--- config.mk ---
export PLATFORM = sky130hd
export DESIGN_NAME = ysyx_22040895_ifu
export DESIGN_NICKNAME = d
export VERILOG_FILES = /design/src/rtl/ysyx_22040895_ifu_pkg.sv /design/src/rtl/ysyx_22040895_pc_reg.sv /design/src/rtl/ysyx_22040895_ifu.sv
export SDC_FILE = /design/constraint.sdc
export NUM_CORES = 1
export LEC_CHECK = 0
export CAP_MARGIN = 10
export CORE_MARGIN = 1
export CORE_UTILIZATION = 50
export DETAILED_ROUTE_END_ITERATION = 8
export PLACE_DENSITY = 0.85
export SETUP_SLACK_MARGIN = 0.4
export SYNTH_ARGS = -nofsm -noshare
export SYNTH_HDL_FRONTEND = slang
export SYNTH_HIERARCHICAL = 1
export SYNTH_SLANG_ARGS = --single-unit
--- constraint.sdc ---
create_clock -name clk -period 5.4 [get_ports clk]
set_clock_uncertainty 0.2 [all_clocks]
set_input_delay 0.54 -clock clk [delete_from_list [all_inputs] [get_ports clk]]
set_output_delay 0.54 -clock clk [all_outputs]
set_load 0.03 [all_outputs]
--- src/rtl/ysyx_22040895_ifu_pkg.sv ---
// Shared widths, FSM encoding and reset address for the instruction fetch unit.
package ysyx_22040895_ifu_pkg;

  localparam int REG_BUS  = 64;
  localparam int INST_BUS = 32;

  localparam logic [REG_BUS-1:0] RESET_PC_DEFAULT = 64'h0000_0000_8000_0000;

  typedef enum logic [1:0] {
    S_REQ  = 2'd0,
    S_WAIT = 2'd1,
    S_HOLD = 2'd2
  } ifu_state_e;

  // Fetch addresses are always word aligned.
  function automatic logic [REG_BUS-1:0] align_pc(input logic [REG_BUS-1:0] addr);
    return {addr[REG_BUS-1:2], 2'b00};
  endfunction

endpackage

--- src/rtl/ysyx_22040895_pc_reg.sv ---
// Fetch pc register: reset value, redirect target, or sequential pc+4.
module ysyx_22040895_pc_reg
  import ysyx_22040895_ifu_pkg::*;
#(
  parameter logic [REG_BUS-1:0] RESET_PC = RESET_PC_DEFAULT
) (
  input  logic               clk,
  input  logic               rst,
  input  logic               redirect,
  input  logic [REG_BUS-1:0] dnpc,
  input  logic               advance,
  output logic [REG_BUS-1:0] pc
);

  logic [REG_BUS-1:0] pc_reg;

  // Redirect outranks the sequential step; pc+4 simply wraps at 2^64.
  always_ff @(posedge clk) begin
    if (rst) begin
      pc_reg <= RESET_PC;
    end else if (redirect) begin
      pc_reg <= align_pc(dnpc);
    end else if (advance) begin
      pc_reg <= pc_reg + 64'd4;
    end
  end

  assign pc = pc_reg;

endmodule

--- src/rtl/ysyx_22040895_ifu.sv ---
// Instruction fetch unit: one outstanding memory request, single-entry output buffer.
module ysyx_22040895_ifu
  import ysyx_22040895_ifu_pkg::*;
#(
  parameter logic [REG_BUS-1:0] RESET_PC = RESET_PC_DEFAULT
) (
  input  logic                clk,
  input  logic                rst,
  input  logic                jump_branch_i_ifu,
  input  logic [REG_BUS-1:0]  dnpc_i_ifu,
  output logic                imem_req_valid_o_ifu,
  input  logic                imem_req_ready_i_ifu,
  output logic [REG_BUS-1:0]  imem_addr_o_ifu,
  input  logic                imem_rsp_valid_i_ifu,
  input  logic [INST_BUS-1:0] imem_rsp_data_i_ifu,
  output logic                inst_valid_o_ifu,
  input  logic                inst_ready_i_ifu,
  output logic [INST_BUS-1:0] inst_o_ifu,
  output logic [REG_BUS-1:0]  pc_o_ifu
);

  ifu_state_e          state_reg, state_next;
  logic                kill_reg, kill_next;
  logic [INST_BUS-1:0] inst_reg;
  logic [REG_BUS-1:0]  pc_o_reg;
  logic [REG_BUS-1:0]  pc;
  logic                capture;
  logic                advance;

  ysyx_22040895_pc_reg #(
    .RESET_PC (RESET_PC)
  ) u_pc_reg (
    .clk      (clk),
    .rst      (rst),
    .redirect (jump_branch_i_ifu),
    .dnpc     (dnpc_i_ifu),
    .advance  (advance),
    .pc       (pc)
  );

  always_comb begin
    state_next = state_reg;
    kill_next  = kill_reg;
    capture    = 1'b0;
    advance    = 1'b0;
    unique case (state_reg)
      S_REQ: begin
        if (imem_req_ready_i_ifu) begin
          state_next = S_WAIT;
          // A redirect in the accept cycle makes the in-flight word stale.
          kill_next  = jump_branch_i_ifu;
        end
      end
      S_WAIT: begin
        if (imem_rsp_valid_i_ifu) begin
          kill_next = 1'b0;
          if (jump_branch_i_ifu || kill_reg) begin
            state_next = S_REQ;
          end else begin
            state_next = S_HOLD;
            capture    = 1'b1;
          end
        end else if (jump_branch_i_ifu) begin
          kill_next = 1'b1;
        end
      end
      S_HOLD: begin
        if (jump_branch_i_ifu) begin
          state_next = S_REQ;
        end else if (inst_ready_i_ifu) begin
          state_next = S_REQ;
          advance    = 1'b1;
        end
      end
      default: state_next = S_REQ;
    endcase
  end

  always_ff @(posedge clk) begin
    if (rst) begin
      state_reg <= S_REQ;
      kill_reg  <= 1'b0;
      inst_reg  <= '0;
      pc_o_reg  <= '0;
    end else begin
      state_reg <= state_next;
      kill_reg  <= kill_next;
      if (capture) begin
        inst_reg <= imem_rsp_data_i_ifu;
        pc_o_reg <= pc;
      end
    end
  end

  assign imem_req_valid_o_ifu = (state_reg == S_REQ);
  assign imem_addr_o_ifu      = pc;
  assign inst_valid_o_ifu     = (state_reg == S_HOLD);
  assign inst_o_ifu           = inst_reg;
  assign pc_o_ifu             = pc_o_reg;

endmodule

==> results.json <==
{
  "place.gp.congestion": 0.8390,
  "hold_class": "flop to flop",
  "die_y_um": 130.9,
  "min_period_ns": 3.678,
  "cts.sinks": 161,
  "slowest_delay_ns": 0.70,
  "fp.dieW_um": 130.9,
  "wl_mm": 23.27,
  "cts_tree": "built",
  "endpoint_kind": "flop",
  "ys_seq_area_frac": 0.3878,
  "htreeDepth": 4,
  "drt_iter0_drc": 557,
  "critPathRequiredTime_ns": 5.55,
  "r2r_start": "state_reg[1]$_SDFFE_PP0P_",
  "cts_buffers": 17,
  "start_util": 0.5176,
  "postCtsHoldBufs": 0,
  "cp-start-kind": "flop",
  "rsz0062_at_grt": "no",
  "grt_start_max_net_pins": 124,
  "core_um2": 16060,
  "yosysMostFrequentCell": "nand2b_1",
  "worstHoldStart": "inst_o_ifu[8]$_SDFFE_PP0P_",
  "first_pass_iters": 5,
  "vias": 7568,
  "ant_nets": 0,
  "whs_ns": 0.2706,
  "largest_reg_flops": 64,
  "async_flop_share": 0,
  "synth_edf_count": 0,
  "setup_viol": 0,
  "max_slew_margin": 0.3540,
  "synth_top_family_by_area": "simple AND/OR/NAND/NOR gates",
  "synthesis.area_um2": 8312,
  "avgSynthCellArea_um2": 8.986,
  "synth.area.top_cells": "dfxtp_1 39%, nand2b_1 15%, mux2i_1 12%, nor2_1 2.7%, a211oi_1 2.3%",
  "tightest_slew_ns": 0.9690,
  "status": "finished clean",
  "finalSetupTns_ns": 0,
  "synthMuxAreaShare": 0.1228,
  "synth_ff_type": "dfxtp_1",
  "synth_fa_ha_area_frac": 0.001505,
  "root_buffer": "clkbuf_16",
  "crit_arrival_ns": 3.83,
  "report.final.hold_viol_count": 0,
  "synthXorXnorAreaFrac": 0.03583,
  "ys_ff_latch": 161,
  "grt_use_total": 0.2651,
  "crit_type": "flop to flop",
  "nFillCells": 1241,
  "grt_pass1_wl_mm": 35.47,
  "post-cts-setup-buffers": 0,
  "area_growth_pct": 36.99,
  "clkLatencyLatePin_ns": 0.43,
  "drc": 0,
  "p_leak_uw": 0.003744,
  "clk_pin_slew_ns": 0.06,
  "grt_pass1_vias": 6972,
  "yosysTopAreaCell": "dfxtp_1",
  "synthDistinctLibCells": 58,
  "synth_compound_area_frac": 0.07813,
  "period_share": 0.6812,
  "clockBufferDepth": 2,
  "num_io_pins": 264,
  "row_count": 46,
  "placement.io_buffers": 259,
  "dp_hpwl_mm": 16.08,
  "path_cells": "inv_1 -> nor4_2 -> buf_4 -> nand4_2 -> or3_2 -> or3_4 -> or4_2 -> a31oi_1",
  "wire_per_inst_um": 16.89,
  "cts_resized": 0,
  "power.density_nw_per_um2": 252.2,
  "ir_worst_vdd_v": 0.0002280,
  "synth_common_cells": "193 x nand2b_1, 161 x dfxtp_1, 102 x mux2i_1",
  "yosys_warnings": 6,
  "max_cap_violations": 0,
  "synth_top_cell_area_share": 0.3878,
  "num-nets-final": 1251,
  "crit_fanout": 11,
  "routed_via_density": 5.492,
  "drive_gt1_frac": 0.04479,
  "die-area_um2": 17140,
  "synthSimpleGateAreaFrac": 0.3164,
  "synthCells": 925,
  "critPathLaunch": "state_reg[1]$_SDFFE_PP0P_",
  "max_freq_mhz": 271.9,
  "cpMaxStageDelayCell": "or3_2",
  "antenna_found_initial": 0,
  "slew_violations": 0,
  "globalRoute.totalOverflow": 0
}
## worst paths after layout
| check | endpoint | slack [ns] | cells past startpoint |
|---|---|---|---|
| setup / recovery | u_pc_reg/pc[38]$_SDFFE_PP0P_ | 1.72 | 8 |
| hold / removal | inst_o_ifu[8]$_SDFFE_PP0P_ | 0.27 | 2 |
| setup reg to reg | u_pc_reg/pc[38]$_SDFFE_PP0P_ | 1.72 | 8 |
| hold reg to reg | inst_o_ifu[8]$_SDFFE_PP0P_ | 0.27 | 2 |
## report_power, final
group / leakage [uW] / internal, uW / total, uW / switching (uW)
registers: 0.00131 / 1230 / 1300 / 68.3
logic: 0.00217 / 213 / 420 / 207
clock network: 0.000261 / 660 / 1150 / 493
total: 0.00374 / 2100 / 2870 / 768
## placed cells by master, fill, tap and decap left out, types with 10 or more instances in the layout
master / count
clkdlybuf4s50_1: 257
nand2b_1: 193
dfxtp_1: 161
mux2i_1: 102
nor2_1: 60
nand2_1: 50
a211oi_1: 25
nor4_1: 24
nand4_1: 22
xnor2_1: 21
nand3_1: 20
clkbuf_16: 17
inv_1: 16
a21oi_1: 16
nor3_1: 16
xor2_1: 13
a311oi_1: 12
and4_1: 11
or3_1: 10
and3_1: 10
## worst max-delay path: cells and delay by family, from the launching register on
family	cells	cell delay [ns]
simple gates	5	2.32
flops	1	0.51
buf+inv	2	0.38
compound gates	1	0.21
## kinds of logic after synthesis
logic type | Yosys count
buffers and inverters | 80
AOI/OAI and AO/OA | 89
and+or+nand+nor | 457
muxes | 102
xor gates and xnor gates | 34
other | 1
DFF | 161
adders and majority gates | 1
## per-layer routing
metal / vias up / global-route usage / wire (um) / part of all wire
li1: 3690 / - / - / -
met1: 3544 / 0.3203 / 9878 / 0.42
met2: 297 / 0.4494 / 11180 / 0.48
met3: 37 / 0.07085 / 1810 / 0.078
met4: 0 / 0.1007 / 403 / 0.017
met5: - / 0 / 0 / 0
## cell type report
class                      count  area, um^2  share of cell area
clock buffer                  24       471.7             0.04143
tap                          216       270.3             0.02374
antenna                        1       2.502           0.0002198
timing repair buffer         266        2641              0.2320
sequential                   161        3223              0.2831
inverter                      17       63.81            0.005604
clock inverter                 8       80.08            0.007033
multi-input combinational    685        4633              0.4069
## metrics by stage
stage | cells | total power (uW) | area (um^2) | utilization | worst slack [ns]
floorplan | 926 | 1551 | 8315 | - | 2.267
CTS | 1377 | 2884 | 11380 | 0.7089 | 1.755
detailed placement | 1345 | 1742 | 10830 | 0.6745 | 1.480
finish | 1378 | 2871 | 11390 | 0.7091 | 1.722
global route | 1377 | 2974 | 11380 | 0.7089 | 1.567
global placement | 1345 | 1733 | 10830 | 0.6745 | 1.540
No activity file was read; power rests on OpenSTA's default activity.
